===== src/rtl/tsc_mem_pkg.sv =====
// Shared definitions for the multicycle CPU memory path: word width, access latency
// and the responder state encoding used by both the responder and the control unit.
package tsc_mem_pkg;

  localparam int MEM_WORD_SIZE = 16;
  localparam int MEM_LATENCY   = 4;

  typedef enum logic [1:0] {
    IDLE    = 2'd0,
    ACCESS  = 2'd1,
    RESPOND = 2'd2,
    RELEASE = 2'd3
  } mem_state_e;

endpackage


===== src/rtl/mem_responder_if.sv =====
// Request/response bundle between the datapath memory mux and the memory responder,
// plus the boot-time preload strobe.
interface mem_responder_if
  import tsc_mem_pkg::*;
#(
  parameter int WORD_SIZE = MEM_WORD_SIZE,
  parameter int ADDR_BITS = 8
);

  logic                 readM;
  logic                 writeM;
  logic [WORD_SIZE-1:0] address;
  logic [WORD_SIZE-1:0] data_in;
  logic [WORD_SIZE-1:0] data_out;
  logic                 ready;
  logic                 busy;
  logic                 protocol_err;
  logic                 load_en;
  logic [ADDR_BITS-1:0] load_addr;
  logic [WORD_SIZE-1:0] load_data;

  modport master (
    output readM, writeM, address, data_in, load_en, load_addr, load_data,
    input  data_out, ready, busy, protocol_err
  );

  modport slave (
    input  readM, writeM, address, data_in, load_en, load_addr, load_data,
    output data_out, ready, busy, protocol_err
  );

endinterface


===== src/rtl/mem_array.sv =====
// Word storage: one write port shared by preload and request writes, and a registered
// read whose index is applied combinationally; a same-cycle write to the read index is forwarded.
module mem_array
  import tsc_mem_pkg::*;
#(
  parameter int WORD_SIZE = MEM_WORD_SIZE,
  parameter int ADDR_BITS = 8
) (
  input  logic                 clk,
  input  logic                 reset,
  input  logic                 i_we,
  input  logic [ADDR_BITS-1:0] i_waddr,
  input  logic [WORD_SIZE-1:0] i_wdata,
  input  logic                 i_re,
  input  logic [ADDR_BITS-1:0] i_raddr,
  output logic [WORD_SIZE-1:0] o_rdata
);

  logic [WORD_SIZE-1:0] r_mem [2**ADDR_BITS];
  logic [WORD_SIZE-1:0] r_rdata;

  // NOTE: the storage has no reset branch; contents survive reset and it maps onto plain RAM.
  always_ff @(posedge clk) begin
    if (i_we) r_mem[i_waddr] <= i_wdata;
  end

  // NOTE: non-blocking assignments keep every register sampling pre-edge values.
  always_ff @(posedge clk) begin
    if (reset) begin
      r_rdata <= '0;
    end else if (i_re) begin
      r_rdata <= (i_we && (i_waddr == i_raddr)) ? i_wdata : r_mem[i_raddr];
    end
  end

  assign o_rdata = r_rdata;

endmodule


===== src/rtl/mem_responder.sv =====
// Memory-side responder: accepts one read/write at a time, completes it after LATENCY
// cycles with a one-cycle ready pulse, then waits for the request lines to drop.
module mem_responder
  import tsc_mem_pkg::*;
#(
  parameter int WORD_SIZE = MEM_WORD_SIZE,
  parameter int ADDR_BITS = 8,
  parameter int LATENCY   = MEM_LATENCY
) (
  input  logic           clk,
  input  logic           reset,
  mem_responder_if.slave bus
);

  localparam int CNT_W = (LATENCY > 2) ? $clog2(LATENCY - 1) : 1;

  mem_state_e           r_state, w_next_state;
  logic [CNT_W-1:0]     r_cnt, w_cnt_next;
  logic                 r_is_write;
  logic [ADDR_BITS-1:0] r_idx;
  logic [WORD_SIZE-1:0] r_wdata;
  logic                 r_perr;

  logic                 w_accept;
  logic                 w_fire;
  logic [ADDR_BITS-1:0] w_req_idx;
  logic [ADDR_BITS-1:0] w_acc_idx;
  logic                 w_acc_write;
  logic                 w_rd_en;
  logic                 w_req_we;
  logic                 w_load_we;
  logic                 w_we;
  logic [ADDR_BITS-1:0] w_waddr;
  logic [WORD_SIZE-1:0] w_wdata;
  logic [WORD_SIZE-1:0] w_rdata;

  // Indices beyond the array depth alias modulo 2**ADDR_BITS.
  assign w_req_idx = ADDR_BITS'(bus.address);

  always_ff @(posedge clk) begin
    if (reset) begin
      r_state    <= IDLE;
      r_cnt      <= '0;
      r_perr     <= 1'b0;
      r_is_write <= 1'b0;
      r_idx      <= '0;
      r_wdata    <= '0;
    end else begin
      r_state <= w_next_state;
      r_cnt   <= w_cnt_next;
      r_perr  <= w_accept & bus.readM & bus.writeM;
      if (w_accept) begin
        r_is_write <= bus.writeM;
        r_idx      <= w_req_idx;
        r_wdata    <= bus.data_in;
      end
    end
  end

  // NOTE: every output of this block gets a default first, so no latch can be inferred.
  always_comb begin
    w_next_state = r_state;
    w_cnt_next   = r_cnt;
    w_accept     = 1'b0;
    unique case (r_state)
      IDLE: begin
        if (bus.readM || bus.writeM) begin
          w_accept = 1'b1;
          if (LATENCY == 1) begin
            w_next_state = RESPOND;
          end else begin
            w_next_state = ACCESS;
            w_cnt_next   = CNT_W'(LATENCY - 2);
          end
        end
      end
      ACCESS: begin
        if (r_cnt == '0) w_next_state = RESPOND;
        else             w_cnt_next   = r_cnt - 1'b1;
      end
      RESPOND: w_next_state = RELEASE;
      RELEASE: begin
        if (!bus.readM && !bus.writeM) w_next_state = IDLE;
      end
      default: w_next_state = IDLE;
    endcase
  end

  // w_fire marks the edge entering RESPOND; with LATENCY==1 that is the acceptance edge itself.
  assign w_fire      = !reset && (((r_state == ACCESS) && (r_cnt == '0)) || ((LATENCY == 1) && w_accept));
  assign w_acc_write = (LATENCY == 1) ? bus.writeM : r_is_write;
  assign w_acc_idx   = (LATENCY == 1) ? w_req_idx  : r_idx;
  assign w_rd_en     = w_fire && !w_acc_write;

  // With LATENCY==1 the request write is committed during RESPOND so it never contends
  // with a preload landing on the acceptance edge; no read can observe the difference.
  assign w_req_we  = (LATENCY == 1) ? ((r_state == RESPOND) && r_is_write) : (w_fire && r_is_write);
  assign w_load_we = (r_state == IDLE) && bus.load_en;
  assign w_we      = w_req_we || w_load_we;
  assign w_waddr   = w_req_we ? r_idx   : bus.load_addr;
  assign w_wdata   = w_req_we ? r_wdata : bus.load_data;

  mem_array #(
    .WORD_SIZE (WORD_SIZE),
    .ADDR_BITS (ADDR_BITS)
  ) u_array (
    .clk     (clk),
    .reset   (reset),
    .i_we    (w_we),
    .i_waddr (w_waddr),
    .i_wdata (w_wdata),
    .i_re    (w_rd_en),
    .i_raddr (w_acc_idx),
    .o_rdata (w_rdata)
  );

  assign bus.data_out     = w_rdata;
  assign bus.ready        = (r_state == RESPOND);
  assign bus.busy         = (r_state != IDLE);
  assign bus.protocol_err = r_perr;

endmodule


===== src/flat_wrapper.sv =====
// flat-port wrapper written by rule: the top's interface ports become plain ports
module mem_responder_flat import tsc_mem_pkg::*;
#(
  parameter int WORD_SIZE = MEM_WORD_SIZE,
  parameter int ADDR_BITS = 8,
  parameter int LATENCY   = MEM_LATENCY
)
  (clk, reset, bus_readM, bus_writeM, bus_address, bus_data_in, bus_load_en, bus_load_addr, bus_load_data, bus_data_out, bus_ready, bus_busy, bus_protocol_err);
  mem_responder_if #(.WORD_SIZE(WORD_SIZE), .ADDR_BITS(ADDR_BITS)) bus_i ();
  input  logic clk;
  input  logic reset;
  input wire logic [$bits(bus_i.readM)-1:0] bus_readM;
  input wire logic [$bits(bus_i.writeM)-1:0] bus_writeM;
  input wire logic [$bits(bus_i.address)-1:0] bus_address;
  input wire logic [$bits(bus_i.data_in)-1:0] bus_data_in;
  input wire logic [$bits(bus_i.load_en)-1:0] bus_load_en;
  input wire logic [$bits(bus_i.load_addr)-1:0] bus_load_addr;
  input wire logic [$bits(bus_i.load_data)-1:0] bus_load_data;
  output wire logic [$bits(bus_i.data_out)-1:0] bus_data_out;
  output wire logic [$bits(bus_i.ready)-1:0] bus_ready;
  output wire logic [$bits(bus_i.busy)-1:0] bus_busy;
  output wire logic [$bits(bus_i.protocol_err)-1:0] bus_protocol_err;
  assign bus_i.readM = bus_readM;
  assign bus_i.writeM = bus_writeM;
  assign bus_i.address = bus_address;
  assign bus_i.data_in = bus_data_in;
  assign bus_i.load_en = bus_load_en;
  assign bus_i.load_addr = bus_load_addr;
  assign bus_i.load_data = bus_load_data;
  assign bus_data_out = bus_i.data_out;
  assign bus_ready = bus_i.ready;
  assign bus_busy = bus_i.busy;
  assign bus_protocol_err = bus_i.protocol_err;
  mem_responder #(.WORD_SIZE(WORD_SIZE), .ADDR_BITS(ADDR_BITS), .LATENCY(LATENCY)) u_core (.clk(clk), .reset(reset), .bus(bus_i));
endmodule

===== config.mk =====
export PLATFORM = sky130hd
export DESIGN_NAME = mem_responder_flat
export DESIGN_NICKNAME = d
export VERILOG_FILES = /design/src/rtl/tsc_mem_pkg.sv /design/src/rtl/mem_responder_if.sv /design/src/rtl/mem_array.sv /design/src/rtl/mem_responder.sv /design/src/flat_wrapper.sv
export SDC_FILE = /design/constraint.sdc
export NUM_CORES = 2
export LEC_CHECK = 0
export ABC_AREA = 0
export ABC_CLOCK_PERIOD_IN_PS = 15000
export CAP_MARGIN = 20
export CORE_AREA = 2 2 395 691
export CTS_CLUSTER_DIAMETER = 40
export DETAILED_ROUTE_END_ITERATION = 10
export DIE_AREA = 0 0 397 693
export PLACE_DENSITY = 0.73
export SLEW_MARGIN = 20
export SYNTH_ARGS = -nofsm -noshare
export SYNTH_HDL_FRONTEND = slang
export SYNTH_SLANG_ARGS = --single-unit

===== constraint.sdc =====
create_clock -name clk -period 15 [get_ports clk]
set_clock_uncertainty 0.1 [all_clocks]
set_input_delay 3 -clock clk [delete_from_list [all_inputs] [get_ports clk]]
set_output_delay 3 -clock clk [all_outputs]
set_load 0.005 [all_outputs]

# [Yosys cells after proc, flatten, opt, wreduce, memory -nomap -nowiden]
# Memory sizes are Yosys's and may differ from the RTL's. A register that Yosys moved wholly into a read port is not among the register bits.
# Index checks and enable logic that the tools add are counted.
[op_classes] n_addsub=1 n_eq_ne=7 mux=13 n_bitwise=2 reduce_logical=18
[op_table] op="two-way mux 16 bit" n=1
[op_table] op="two-way mux 2 bit" n=5
[op_table] op="two-way mux 8 bit" n=1
[op_table] op="one-hot mux 2 bit (4 select lines)" n=1
[op_table] op="logical AND 1 bit" n=6
[op_table] op="!= test 2 x 1 -> 1 bit (second input constant)" n=3
[op_table] op="AND reduction 3 bit" n=2
[op_table] op="== test 2 bit (second input constant)" n=2
[op_table] op="zero test 1 bit" n=4
[op_table] op="zero test 2 bit" n=2
[op_table] op="two-way mux 1 bit" n=4
[op_table] op="one-hot mux 2 bit (2 select lines)" n=1
[op_table] op="nonzero test 2 bit" n=2
[op_table] op="AND 1 bit" n=2
[op_table] op="== test 2 x 1 -> 1 bit (second input constant)" n=1
[op_table] op="logical OR 1 bit" n=2
[op_table] op="!= test 2 bit (second input constant)" n=1
[op_table] op="subtractor 2 x 1 -> 2 bit (second input constant)" n=1
[totals] ff_bits=30 ramBits=4096 output_inout_bits=19 word_cells=48 memories=1
[mem_list] memory="u_core.u_array.r_mem" words=256 width=16 rd=1 rd_clocked_by_memory_dff=1 write_ports=1 line_no="mem_array.sv:19" source="logic [WORD_SIZE-1:0] r_mem [2**ADDR_BITS];"

# [Longest topological paths before layout]
[depth] depth_word=7 mapped_depth=14 depth_no_buf=9

# [Hierarchy]
# A second synthesis with hierarchy kept.
[unflattened] hier_cells=7529 hier_area_um2=161143.3
[by_module_without_submodules] mod="mem_array" instances=1 cells_per_inst=7351 area_per_inst_um2=159526.7 seq_area_each_um2=123318.3
[by_module_without_submodules] mod="mem_responder" instances=1 cells_per_inst=178 area_per_inst_um2=1616.6 seq_area_each_um2=600.6

# [Worst setup path before layout]
# OpenSTA, ideal clock, no wires.
[synth_path] path_kind="input port to flip-flop" startpoint="input port reset" endpoint="memory u_core.u_array.r_mem[0][10] (netlist name) (data pin)" setup_time_ns=0.555 t_arrival_ns=6.264 required_ns=14.345 setup_slack_ns=8.081 stages=7 n_path_buf=4 path_cell_list="and3b_1 -> clkbuf_1 -> nand2_1 -> clkbuf_1 -> buf_1 -> clkbuf_1 -> mux2_2"
[synth_between] elab_chain_cells=4
[synth_rtl] element="start: declaration" line_no="flat_wrapper.sv:11" source="input logic reset;"
[synth_rtl] element="zero test 1 bit" line_no="mem_responder.sv:90" source="assign w_fire = !reset && (((r_state == ACCESS) && (r_cnt == '0)) || ((LATENCY == 1) && w_accept));"
[synth_rtl] element="logical AND 1 bit" line_no="mem_responder.sv:90"
[synth_rtl] element="logical AND 1 bit" line_no="mem_responder.sv:97" source="assign w_req_we = (LATENCY == 1) ? ((r_state == RESPOND) && r_is_write) : (w_fire && r_is_write);"
[synth_rtl] element="two-way mux 16 bit" line_no="mem_responder.sv:101" source="assign w_wdata = w_req_we ? r_wdata : bus.load_data;"
[synth_rtl] element="via u_core.u_array.i_wdata[10]" line_no="mem_array.sv:13" source="input logic [WORD_SIZE-1:0] i_wdata,"
[synth_rtl] element="end: declaration" line_no="mem_array.sv:19"
# The timed path passes the listed nets, and every way through them passes these cells.

# [Worst setup path in the final report]
[layout_path] startpoint="input port reset" endpoint="memory u_core.u_array.r_mem[133][13] (netlist name) (enable)"
[layout_between] elab_chain_cells=6 elab_cells_between_ends=7 classes_between="mux: 3; reduce/logical: 4"
[layout_rtl] element="zero test 1 bit *" line_no="mem_responder.sv:90"
[layout_rtl] element="logical AND 1 bit *" line_no="mem_responder.sv:90"
[layout_rtl] element="logical AND 1 bit *" line_no="mem_responder.sv:97"
[layout_rtl] element="logical OR 1 bit" line_no="mem_responder.sv:99" source="assign w_we = w_req_we || w_load_we;"
[layout_rtl] element="two-way mux 1 bit" line_no="mem_array.sv:24" source="if (i_we) r_mem[i_waddr] <= i_wdata;"
[layout_rtl] element="two-way mux 1 bit (implied by the code)" line_no="mem_array.sv:24"
# Mark *: on every way between the ends. The rest lies on a longest branch, timed or not.

==> flow_summary.yaml <==
timing:
  rsz0062_at_grt: "no"
  fmax_mhz: 130
  slew_headroom: 0.106
  worst_pin_slew_ns: 1.34
  finalCritPeriodShare: 0.514
  hold_viol: 0
  setup_tns_ns: 0
  setup_viol: 0
  period_minus_slack_ns: 7.71
  slew_viol_final: 0
layout:
  drive_above_1_share: 0.212
  final_common_cell: "edfxtp_1"
  multi_input_area_um2: 34800
  area_growth_pct: 10.6
  fill_cells: 16900
  register_area_um2: 124000
  final_util: 0.660
  final_cells: 12000
  layout_common_cells: "edfxtp_1 (4096), mux4_2 (734), mux2i_1 (571)"
  nets: 8240
synth:
  ys.flop_type: "edfxtp_1"
  async_reset_ff_frac: 0
  synth_top_area_share: 0.763
  synth_top_area_cell: "edfxtp_1"
  ys_top_cells_by_area: "edfxtp_1 (76%), mux4_2 (10%), mux2i_1 (3.5%)"
  synth_enable_flop_cells: 4096
  postSynthAreaPerCell_um2: 20.7
  synth_cells: 7803
  yosysSeqAreaShare: 0.769
  ys_seq_elements: 4142
  yosys.cell_types.count: 83
  synth_nets: 7870
  yosys_warnings: 0
  netlist_area_um2: 161000
outcome:
  status: "finished, final reports clean"
floorplanning:
  dieArea_um2: 275000
  die_w_um: 397
  fp.dieH_um: 693
  io_pins: 80
  initial_core_util: 0.597
  rows: 253
  core-area_um2: 270000
pwr:
  peakVddDrop_uv: 117
  powerDensity_nw_per_um2: 150
  power.leakage_nw: 54.3
critical_path:
  crit_slowest_cell: "nand3_1"
  endpoint_kind: "flop"
  startpoint: "reset"
  crit_arrival_ns: 8.23
  path_max_fanout: 49
  cp_common_cell: "buf_4"
  r2r-start: "u_core.r_idx[0]"
  r2r_cells: 9
  crit_path_max_incr_delay_ns: 1.01
  crit_type: "primary input to flop"
  cp-start-kind: "primary input"
  worstPathRequired_ns: 15.52
  cp_cell_sequence: "clkdlybuf4s50_1 > buf_4 > and3b_1 > buf_4 > nand2_2 > buf_4 > nand3b_1 > o21ai_1 > nand3_1 > buf_4 > nor2_1 > buf_4"
global_routing:
  first_global_vias: 83400
  grt_usage: 0.341
  antenna_found_initial: 28
  grt_overflow: 0
  grt_max_degree: 150
  grt_first_pass_wirelength_um: 647000
route:
  drt-total-wl_um: 470000
  ant_nets: 0
  vias: 85300
  wl_per_cell_um: 39.1
  routed_via_density: 7.09
  drc_errors: 0
  firstDrtPassIters: 8
  drtIter0Drc: 13500
flow_run:
  max_cap_viol_count: 0
place:
  dp_hpwl_um: 293000
  gp_congestion: 1.09
  dp_cells: 11400
  numPortBuffers: 71
clock_tree:
  cts_root_buf: "clkbuf_16"
  numClockSinks: 4142
  cts_setup_buffers: 0
  clk_pin_slew_ns: 0.07
  cts_tree: "done"
  clock_path_buffers: 4
  cts_buffers: 350
  cts-resized-gates: 0
  h-tree-depth: 5
  clk_latency_ns: 0.91
  postCtsHoldBufs: 0
hold_path:
  holdPathStages: 2
  hold_path.class: "flop to flop"
  min-delay-start: "u_core.r_wdata[12]"
sequential cells by signal (all words and copies together) (netlist names):
signal	flops
u_core.u_array.r_mem	4096
u_core.r_wdata	16
u_core.u_array.o_rdata	16
u_core.r_idx	8
u_core.r_cnt	2
u_core.r_state	2
u_core.bus.protocol_err	1
u_core.r_is_write	1
through the flow:
stage	setup slack, ns	total power, mW	hold slack (ns)	area [µm²]
3_5_place_dp	6.66	17.7	0.364	167000
6_report	7.29	26.7	0.375	178000
3_3_place_gp	6.73	17.7	0.362	167000
5_1_grt	7.29	27.2	0.396	178000
2_1_floorplan	8.08	16.0	0.334	161000
4_1_cts	7.59	26.6	0.374	178000
logic make-up after synthesis:
| group | synth area share |
|---|---|
| flip-flops | 0.769 |
| buffers and inverters | 0.0195 |
| AND/OR/NAND/NOR | 0.0276 |
| multiplexers | 0.149 |
| AO/OA/AOI/OAI | 0.0349 |
| adder cells (fa/ha/maj) | 0.000466 |
cell usage after synthesis (39+ instances only):
cell	instances
a21oi_1	127
a22oi_1	59
mux4_2	734
buf_8	39
o21ai_0	92
a221oi_1	54
buf_6	54
mux4_1	54
edfxtp_1	4096
buf_2	143
nor2_1	384
o221ai_1	100
nand3_1	80
clkbuf_1	144
mux2i_1	571
nand2_1	269
o22ai_1	157
nor3_1	85
dfxtp_1	46
worst paths after layout:
kind                              endpoint  slack (ns)
max          u_core.u_array.r_mem[133][13]        7.29
min reg2reg             u_core.r_wdata[12]        0.37
max reg2reg     u_core.u_array.o_rdata[11]        8.71
min                     u_core.r_wdata[12]        0.37
power by group:
| part | switching, mW | internal [mW] | leakage, nW |
|---|---|---|---|
| logic | 3.07 | 1.54 | 11.6 |
| registers | 0.125 | 12.9 | 37.2 |
| clock network | 4.09 | 4.97 | 5.47 |
| total | 7.28 | 19.4 | 54.3 |
routing by layer:
metal  global-route usage  wire length [µm]
met1                0.413            147000
met2                0.537            225000
met3               0.0794             54200
met4                0.257             43100
met5              0.00159               101
worst max-delay path, delay by kind of cell:
kind / cells / cell delay, ns
AOI/OAI and AO/OA: 1 / 0.42
buffers and inverters: 6 / 2.54
and+or+nand+nor: 5 / 2.20
cell type report:
type	count	share of cell area
well taps	3570	0.0250
flip-flops and latches	4142	0.695
clock inverters	197	0.0103
repair buffers	473	0.0218
inverters	10	0.000274
diodes	20	0.000281
multi-input cells	3196	0.195
clock buffers	426	0.0523
Note: power is estimated with default switching activity, not from simulation.
